<file path="src/rtl/multicycle_control_unit.sv">
// Control FSM for a multi-cycle RV32I datapath: sequences fetch/decode/execute/memory/writeback,
// drives datapath mux selects and write enables, and guards the memory handshake with a watchdog.
module multicycle_control_unit #(
  parameter int MEM_TIMEOUT = 16,
  parameter int CNT_W       = 32
) (
  input  logic             clk,
  input  logic             reset,
  input  logic [6:0]       op_i,
  input  logic             branch_taken_i,
  input  logic             mem_ready_i,
  output logic             mem_req_o,
  output logic             mem_write_o,
  output logic             addr_src_o,
  output logic             ir_write_o,
  output logic             pc_write_o,
  output logic             reg_write_o,
  output logic [2:0]       imm_sel_o,
  output logic [1:0]       alu_src_a_o,
  output logic [1:0]       alu_src_b_o,
  output logic [1:0]       alu_op_o,
  output logic [1:0]       result_src_o,
  output logic             retire_o,
  output logic [CNT_W-1:0] instret_o,
  output logic             illegal_o,
  output logic             bus_err_o
);

  localparam int WAIT_W = (MEM_TIMEOUT < 2) ? 1 : $clog2(MEM_TIMEOUT + 1);
  localparam logic [WAIT_W-1:0] WAIT_LAST = WAIT_W'(MEM_TIMEOUT - 1);

  localparam logic [6:0] OP_R     = 7'h33;
  localparam logic [6:0] OP_IMM   = 7'h13;
  localparam logic [6:0] OP_LOAD  = 7'h03;
  localparam logic [6:0] OP_STORE = 7'h23;
  localparam logic [6:0] OP_BR    = 7'h63;
  localparam logic [6:0] OP_JAL   = 7'h6F;
  localparam logic [6:0] OP_JALR  = 7'h67;
  localparam logic [6:0] OP_LUI   = 7'h37;

  typedef enum logic [3:0] {
    IDLE, FETCH, DECODE, EXEC_R, EXEC_I, LUI, ALU_WB, MEM_ADDR,
    MEM_READ, MEM_WB, MEM_WRITE, BRANCH, JAL, JALR, JALR_PC, TRAP
  } state_t;

  state_t            state_q, state_d;
  logic [WAIT_W-1:0] wait_q, wait_d;
  logic [CNT_W-1:0]  instret_q, instret_d;
  logic              illegal_q, illegal_d;
  logic              bus_err_q, bus_err_d;
  logic              timeout;

  function automatic logic [2:0] imm_fmt(input logic [6:0] op);
    case (op)
      OP_IMM, OP_JALR, OP_LOAD: imm_fmt = 3'd1;
      OP_STORE:                 imm_fmt = 3'd2;
      OP_BR:                    imm_fmt = 3'd3;
      OP_LUI:                   imm_fmt = 3'd4;
      OP_JAL:                   imm_fmt = 3'd5;
      default:                  imm_fmt = 3'd0;
    endcase
  endfunction

  // A waiting state that sees ready in its last permitted cycle still completes normally.
  assign timeout = (wait_q == WAIT_LAST) && !mem_ready_i;

  always_comb begin
    state_d      = state_q;
    wait_d       = '0;
    instret_d    = instret_q;
    illegal_d    = illegal_q;
    bus_err_d    = bus_err_q;
    mem_req_o    = 1'b0;
    mem_write_o  = 1'b0;
    addr_src_o   = 1'b0;
    ir_write_o   = 1'b0;
    pc_write_o   = 1'b0;
    reg_write_o  = 1'b0;
    imm_sel_o    = 3'd0;
    alu_src_a_o  = 2'd0;
    alu_src_b_o  = 2'd0;
    alu_op_o     = 2'd0;
    result_src_o = 2'd0;
    retire_o     = 1'b0;

    if (state_q != IDLE && state_q != FETCH && state_q != TRAP) imm_sel_o = imm_fmt(op_i);

    case (state_q)
      IDLE: state_d = FETCH;
      FETCH: begin
        mem_req_o    = 1'b1;
        alu_src_b_o  = 2'd2;
        result_src_o = 2'd2;
        if (mem_ready_i) begin
          ir_write_o = 1'b1;
          pc_write_o = 1'b1;
          state_d    = DECODE;
        end else if (timeout) begin
          bus_err_d = 1'b1;
          state_d   = TRAP;
        end else begin
          wait_d = wait_q + 1'b1;
        end
      end
      DECODE: begin
        alu_src_a_o = 2'd1;
        alu_src_b_o = 2'd1;
        case (op_i)
          OP_R:             state_d = EXEC_R;
          OP_IMM:           state_d = EXEC_I;
          OP_LOAD, OP_STORE: state_d = MEM_ADDR;
          OP_BR:            state_d = BRANCH;
          OP_JAL:           state_d = JAL;
          OP_JALR:          state_d = JALR;
          OP_LUI:           state_d = LUI;
          default: begin
            illegal_d = 1'b1;
            state_d   = TRAP;
          end
        endcase
      end
      EXEC_R: begin
        alu_src_a_o = 2'd2;
        alu_op_o    = 2'd2;
        state_d     = ALU_WB;
      end
      EXEC_I: begin
        alu_src_a_o = 2'd2;
        alu_src_b_o = 2'd1;
        alu_op_o    = 2'd2;
        state_d     = ALU_WB;
      end
      LUI: begin
        alu_src_a_o = 2'd3;
        alu_src_b_o = 2'd1;
        state_d     = ALU_WB;
      end
      ALU_WB: begin
        reg_write_o = 1'b1;
        retire_o    = 1'b1;
        instret_d   = instret_q + 1'b1;
        state_d     = FETCH;
      end
      MEM_ADDR: begin
        alu_src_a_o = 2'd2;
        alu_src_b_o = 2'd1;
        state_d     = (op_i == OP_LOAD) ? MEM_READ : MEM_WRITE;
      end
      MEM_READ: begin
        mem_req_o  = 1'b1;
        addr_src_o = 1'b1;
        if (mem_ready_i) begin
          state_d = MEM_WB;
        end else if (timeout) begin
          bus_err_d = 1'b1;
          state_d   = TRAP;
        end else begin
          wait_d = wait_q + 1'b1;
        end
      end
      MEM_WB: begin
        reg_write_o  = 1'b1;
        result_src_o = 2'd1;
        retire_o     = 1'b1;
        instret_d    = instret_q + 1'b1;
        state_d      = FETCH;
      end
      MEM_WRITE: begin
        mem_req_o   = 1'b1;
        mem_write_o = 1'b1;
        addr_src_o  = 1'b1;
        if (mem_ready_i) begin
          retire_o  = 1'b1;
          instret_d = instret_q + 1'b1;
          state_d   = FETCH;
        end else if (timeout) begin
          bus_err_d = 1'b1;
          state_d   = TRAP;
        end else begin
          wait_d = wait_q + 1'b1;
        end
      end
      BRANCH: begin
        alu_src_a_o = 2'd2;
        alu_op_o    = 2'd1;
        pc_write_o  = branch_taken_i;
        retire_o    = 1'b1;
        instret_d   = instret_q + 1'b1;
        state_d     = FETCH;
      end
      JAL: begin
        pc_write_o  = 1'b1;
        alu_src_a_o = 2'd1;
        alu_src_b_o = 2'd2;
        state_d     = ALU_WB;
      end
      JALR: begin
        alu_src_a_o = 2'd2;
        alu_src_b_o = 2'd1;
        state_d     = JALR_PC;
      end
      JALR_PC: begin
        pc_write_o  = 1'b1;
        alu_src_a_o = 2'd1;
        alu_src_b_o = 2'd2;
        state_d     = ALU_WB;
      end
      TRAP:    state_d = TRAP;
      default: state_d = IDLE;
    endcase
  end

  always_ff @(posedge clk or negedge reset) begin
    if (!reset) begin
      state_q   <= IDLE;
      wait_q    <= '0;
      instret_q <= '0;
      illegal_q <= 1'b0;
      bus_err_q <= 1'b0;
    end else begin
      state_q   <= state_d;
      wait_q    <= wait_d;
      instret_q <= instret_d;
      illegal_q <= illegal_d;
      bus_err_q <= bus_err_d;
    end
  end

  assign instret_o = instret_q;
  assign illegal_o = illegal_q;
  assign bus_err_o = bus_err_q;

endmodule

</file>
<file path="config.mk">
export PLATFORM = sky130hd
export DESIGN_NAME = multicycle_control_unit
export DESIGN_NICKNAME = d
export VERILOG_FILES = /design/src/rtl/multicycle_control_unit.sv
export SDC_FILE = /design/constraint.sdc
export NUM_CORES = 1
export LEC_CHECK = 0
export ABC_AREA = 1
export ABC_CLOCK_PERIOD_IN_PS = 2740
export CAP_MARGIN = 20
export CORE_UTILIZATION = 55
export CTS_BUF_LIST = sky130_fd_sc_hd__clkbuf_16
export DETAILED_ROUTE_END_ITERATION = 12
export PLACE_DENSITY = 0.87
export SYNTH_ARGS = -nofsm -noshare
export SYNTH_HDL_FRONTEND = slang
export SYNTH_SLANG_ARGS = --single-unit
</file>
<file path="constraint.sdc">
create_clock -name clk -period 2.74 [get_ports clk]
set_input_delay 0.411 -clock clk [delete_from_list [all_inputs] [get_ports clk]]
set_output_delay 0.411 -clock clk [all_outputs]
set_load 0.01 [all_outputs]
</file>
==> results of run 1 <==
-- cells in the mapped netlist (4+ instances only) --
| master | n |
|---|---|
| inv_2 | 5 |
| nand2_2 | 12 |
| o21ai_1 | 5 |
| nand4_1 | 8 |
| o21ai_0 | 4 |
| xor2_1 | 4 |
| nand3b_1 | 8 |
| a21oi_1 | 6 |
| dfrtp_1 | 43 |
| nand2_1 | 157 |
| nor2_2 | 8 |
| nand3_1 | 27 |
| nor2_1 | 68 |
| xnor2_1 | 14 |
| inv_1 | 37 |
-- cell type report --
class | instances | area [sq um]
clock buffer | 5 | 125
sequential | 43 | 1080
fill | 432 | 1360
clock inverter | 2 | 8.76
tap | 70 | 87.6
multi-input combinational | 345 | 1660
timing repair buffer | 64 | 633
inverter | 42 | 158
-- worst paths after layout --
path                            start       endpoint  slack (ns)  cells past startpoint
min reg2reg                 bus_err_o      bus_err_o        0.47                      2
max reg2reg                state_q[0]  instret_o[11]        0.81                      9
min in group clk            bus_err_o      bus_err_o        0.47                      2
max                           op_i[6]   imm_sel_o[0]        0.09                      8
max in group asynchronous       reset      wait_q[4]        1.88                      1
min                             reset  instret_o[27]        0.28                      1
-- per-layer routing --
layer / global-route usage / wire length, microns / vias to the layer above
met1: 0.395 / 3470 / 1388
met3: 0.0455 / 458 / 12
li1: - / - / 1506
met5: 0 / 0 / -
met2: 0.487 / 3660 / 109
met4: 0.0922 / 123 / 0
-- per-stage QoR --
step                hold WS (ns)  instances
finish                     0.277        571
global route               0.370        571
CTS                        0.311        571
detailed placement         0.458        564
global placement           0.447        564
floorplan                  0.115        434
-- logic make-up (layout without fill, tap and decap cells) --
logic type	Yosys count	count (layout)	share of synthesized area
and+or+nand+nor	301	301	0.454
xor gates and xnor gates	18	18	0.0539
buffers and inverters	46	113	0.0671
DFF	43	43	0.368
adders and majority gates	2	2	0.00855
AOI/OAI and AO/OA	24	24	0.0492
-- power by group --
group	internal [W]	switching, W
sequential	0.000721	0.000126
clock	0.000327	0.000226
combinational	0.000482	0.000679
-- worst max-delay path: stages --
cell	delay, ns
clkdlybuf4s50_1	0.51
inv_1	0.09
nand3_1	0.11
nor2_1	0.07
or2_2	0.31
nor3b_1	0.21
nor2_1	0.06
clkdlybuf4s50_1	0.47
-- state kept, by name, indices dropped and copies added (netlist names) --
| signal | flops |
|---|---|
| wait_q | 5 |
| bus_err_o | 1 |
| illegal_o | 1 |
| state_q | 4 |
| instret_o | 32 |
==> impl_metrics.yaml, run 1 <==
drt:
  drtIter0Drc: 167
  wl_per_cell_microns: 13.5
  routed_wl_mm: 7.71
  via_per_inst: 5.28
  drcViolationCount: 0
  dr.pass1.iters: 4
  ant_nets: 0
  num_vias: 3015
synth:
  syn_area_sq_um: 2930
  synthesis.nets: 447
  syn_avg_cell_area_sq_um: 6.74
  netlist_top_cells_area: "dfrtp_1, nand2_1, nor2_1"
  synth_top_area_cell: "dfrtp_1"
  yosysWarnings: 0
  yosysUniqueCellTypes: 34
  synthCells: 434
  synth-main-ff-cell: "dfrtp_1"
  seq_area_frac_synth: 0.368
  synth-edff-count: 0
  async_flop_share: 1.00
  synth_seq_cells: 43
  netlist.area_leader.share: 0.368
die:
  coreArea_sq_um: 5110
  initial_utilization: 0.573
  die_h_microns: 74.9
  fp.dieW_microns: 74.9
  pin_count: 63
  num_rows: 26
  dieArea_sq_um: 5620
sta:
  fmax_mhz: 377
  hold_violations: 0
  fin_crit_ns: 2.65
  finalSetupViolations: 0
  fin_setup_tns_ns: 0
  worst_slack_ns: 0.0888
  period_share: 0.968
  worstMarginPinSlew_ns: 0.948
  slew_violations: 0
  rsz0062_at_grt: "false"
  relSlewSlack: 0.368
  finClkSkew_ns: 0.00280
clock_network:
  ctsHoldBuffers: 0
  clk_pin_slew_worst_paths_ns: 0.06
  cts.repair.resized: 0
  numClockSinks: 43
  cts_tree: "yes"
  root_buffer: "clkbuf_16"
  worstSkewPairLatency_ns: 0.28
  cts_max_path_buffers: 2
  cts_buffers: 5
  cts_setup_buffers: 0
  htree_num_levels: 2
placed_design:
  dp.final_hpwl_mm: 5.96
  place_congestion: 0.921
  placed_area_sq_um: 3610
  place_ws_ns: 0.0864
  portBuffers: 62
pwr:
  leakage_nw: 1.63
  power.total_w: 0.00256
  p_per_area_nw_per_um2: 683
  ir_worst_vdd_uv: 473
critical_path:
  cp-end-kind: "primary output"
  arrival_ns: 2.24
  required_ns: 2.33
  crit_path_max_fanout: 4
  path_class: "in2out"
  crit_path_start_kind: "input pin"
layout:
  area_growth_pct: 28.0
  mostFrequentLayoutCells: "nand2_1, nor2_1, clkdlybuf4s50_1"
  fin_area_sq_um: 3750
  finish.utilization: 0.734
  antenna_cells: 0
  mostFrequentLayoutCell: "nand2_1"
  nNetsFinal: 514
  drive_gt1_frac: 0.0878
grt:
  first_global_vias: 2738
  grt_pass1_wl_mm: 12.5
  grt_remaining_overflow: 0
  antenna_found_initial: 0
  grt_max_degree: 44
  grt_usage: 0.293
outcome:
  status: "complete, no violations"
worst_hold_path:
  hold_class: "in2async"
flow_run:
  maxCapViolCount: 0
No activity file was read; power rests on OpenSTA's default activity.
==> inputs of run 2 (changes only) <==
--- a/config.mk
+++ b/config.mk
@@ -7,10 +7,10 @@
 export LEC_CHECK = 0
 export ABC_AREA = 1
 export ABC_CLOCK_PERIOD_IN_PS = 2740
-export CAP_MARGIN = 20
 export CORE_UTILIZATION = 55
 export CTS_BUF_LIST = sky130_fd_sc_hd__clkbuf_16
 export DETAILED_ROUTE_END_ITERATION = 12
+export GPL_ROUTABILITY_DRIVEN = 0
 export PLACE_DENSITY = 0.87
 export SYNTH_ARGS = -nofsm -noshare
 export SYNTH_HDL_FRONTEND = slang
==> run 2 against run 1 <==
  * Critical endpoint is now pc_write_o
  * Global-route usage is 0.91 points lower
  * Largest cell class unchanged
  * Highest routed layer unchanged
  * Non-clock buffer count is 1 lower
  * Sequential power hardly changed
  * Sequential cell count stayed put
  * Register-to-register slack better by 0.07 ns
  * Worst setup slack better by 0.034 ns
  * Clock skew is 0.0022 ns higher
==> impl_metrics.yaml, run 2 (synthesis results as in run 1) <==
clock_network:
  ctsHoldBuffers: 0
  htree_num_levels: 2
  root_buffer: "clkbuf_16"
  cts_setup_buffers: 0
  cts_tree: "yes"
  cts_buffers: 5
  clk_pin_slew_worst_paths_ns: 0.06
  cts_max_path_buffers: 2
  numClockSinks: 43
  worstSkewPairLatency_ns: 0.29
layout:
  mostFrequentLayoutCell: "nand2_1"
  largest_register_ffs: 32
  drive_gt1_frac: 0.0898
  mostFrequentLayoutCells: "nand2_1, nor2_1, clkdlybuf4s50_1"
  fill_cells: 408
  antenna_cells: 0
  area_growth_pct: 28.2
  nNetsFinal: 513
critical_path:
  reg2reg_depth: 8
  arrival_ns: 2.21
  rrSetupSlack_ns: 0.88
  crit_path_start_kind: "register"
  critPathBufInv: 3
  path_class: "reg2out"
  path_cells: "inv_1, nand2_2, nor2_2, inv_1, o211ai_1, clkdlybuf4s50_1"
  required_ns: 2.33
  crit_family: "buffers and inverters"
  reg2reg_to: "instret_o[13]"
  cp-end-kind: "primary output"
  timing.rr.start: "state_q[0]"
  crit_path_max_fanout: 7
  slowest_stage: "clkdlybuf4s50_1"
  crit_top_cell: "inv_1"
  max_stage_delay_ns: 0.57
grt:
  antenna_found_initial: 0
  grt_max_degree: 44
  first_global_vias: 2743
  grt_usage: 0.284
  grt_remaining_overflow: 0
  grt_pass1_wl_mm: 12.1
die:
  dieArea_sq_um: 5620
  pin_count: 63
  die_h_microns: 74.9
  fp.dieW_microns: 74.9
  initial_utilization: 0.573
  num_rows: 26
  coreArea_sq_um: 5110
drt:
  num_vias: 3013
  wl_per_cell_microns: 12.9
  dr.pass1.iters: 5
  ant_nets: 0
  drcViolationCount: 0
  routed_wl_mm: 7.34
  via_per_inst: 5.28
  drtIter0Drc: 193
placed_design:
  place_ws_ns: 0.0635
  dp.final_hpwl_mm: 5.60
  portBuffers: 62
sta:
  fmax_mhz: 382
  period_share: 0.955
  rsz0062_at_grt: "false"
  finalSetupViolations: 0
  relSlewSlack: 0.374
  worst_slack_ns: 0.123
  fin_setup_tns_ns: 0
  hold_violations: 0
  slew_violations: 0
  worstMarginPinSlew_ns: 0.939
  fin_crit_ns: 2.62
  finClkSkew_ns: 0.00497
pwr:
  ir_worst_vdd_uv: 582
  leakage_nw: 1.63
  p_per_area_nw_per_um2: 684
worst_hold_path:
  hold_class: "in2async"
outcome:
  status: "complete, no violations"
flow_run:
  maxCapViolCount: 0
-- run 2: cell count changes in the layout (fill, tap and decap cells not counted), sizes merged --
cell	before	now
clkinvlp	0	2
clkinv	2	1
buf	3	2
-- run 2: how the worst max path moves through the flow --
stage | cells after the start | slack (ns) | end | start
2_1_floorplan | 5 | 1.08 | pc_write_o | state_q[1]
6_report | 6 | 0.12 | pc_write_o | state_q[1]
3_3_place_gp | 8 | 0.15 | imm_sel_o[0] | op_i[4]
5_1_grt | 8 | 0.01 | imm_sel_o[2] | op_i[2]
4_1_cts | 8 | 0.05 | imm_sel_o[0] | op_i[4]
3_5_place_dp | 8 | 0.06 | imm_sel_o[0] | op_i[4]
-- run 2: final cells by class --
cell class / instances / area (sq um) / area share
clock inverters: 3 / 20.0 / 0.00534
inverters: 42 / 158 / 0.0420
clock buffers: 5 / 125 / 0.0334
repair buffers: 63 / 626 / 0.167
well taps: 70 / 87.6 / 0.0233
multi-input cells: 345 / 1660 / 0.442
flip-flops and latches: 43 / 1080 / 0.287
-- run 2: what timing repair did --
| action | CTS | global route |
|---|---|---|
| resized for setup | 0 | 2 |
| setup endpoints to repair | 0 | 2 |
| hold endpoints to repair | 0 | 0 |
-- run 2: stage by stage --
| stage | util | cell area, sq um | hold slack (ns) | total power [W] | cells |
|---|---|---|---|---|---|
| 2_1_floorplan | - | 2930 | 0.115 | 0.00155 | 434 |
| 3_3_place_gp | 0.705 | 3600 | 0.449 | 0.00196 | 563 |
| 3_5_place_dp | 0.705 | 3600 | 0.450 | 0.00198 | 563 |
| 4_1_cts | 0.733 | 3740 | 0.305 | 0.00257 | 571 |
| 5_1_grt | 0.734 | 3750 | 0.373 | 0.00271 | 571 |
| 6_report | 0.734 | 3750 | 0.270 | 0.00257 | 571 |
-- run 2: report_power, final --
group	internal [W]	total (W)	switching, W	leakage (nW)
sequential	0.000721	0.000846	0.000125	0.574
clock	0.000336	0.000583	0.000248	0.0658
combinational	0.000476	0.00114	0.000663	0.988
-- run 2: metal layers --
layer,track usage,wire length [microns],vias to the layer above
met5,0,0,-
met4,0.115,167,0
met3,0.0509,509,18
met2,0.477,3480,128
met1,0.364,3190,1369
li1,-,-,1498
==> inputs of run 3 (changes only) <==
--- a/config.mk
+++ b/config.mk
@@ -12,6 +12,7 @@
 export DETAILED_ROUTE_END_ITERATION = 12
 export GPL_ROUTABILITY_DRIVEN = 0
 export PLACE_DENSITY = 0.87
+export SKIP_CTS_REPAIR_TIMING = 1
 export SYNTH_ARGS = -nofsm -noshare
 export SYNTH_HDL_FRONTEND = slang
 export SYNTH_SLANG_ARGS = --single-unit
==> results of run 3 <==
No change in the layout: final DEF, timing and power equal those of run 2.
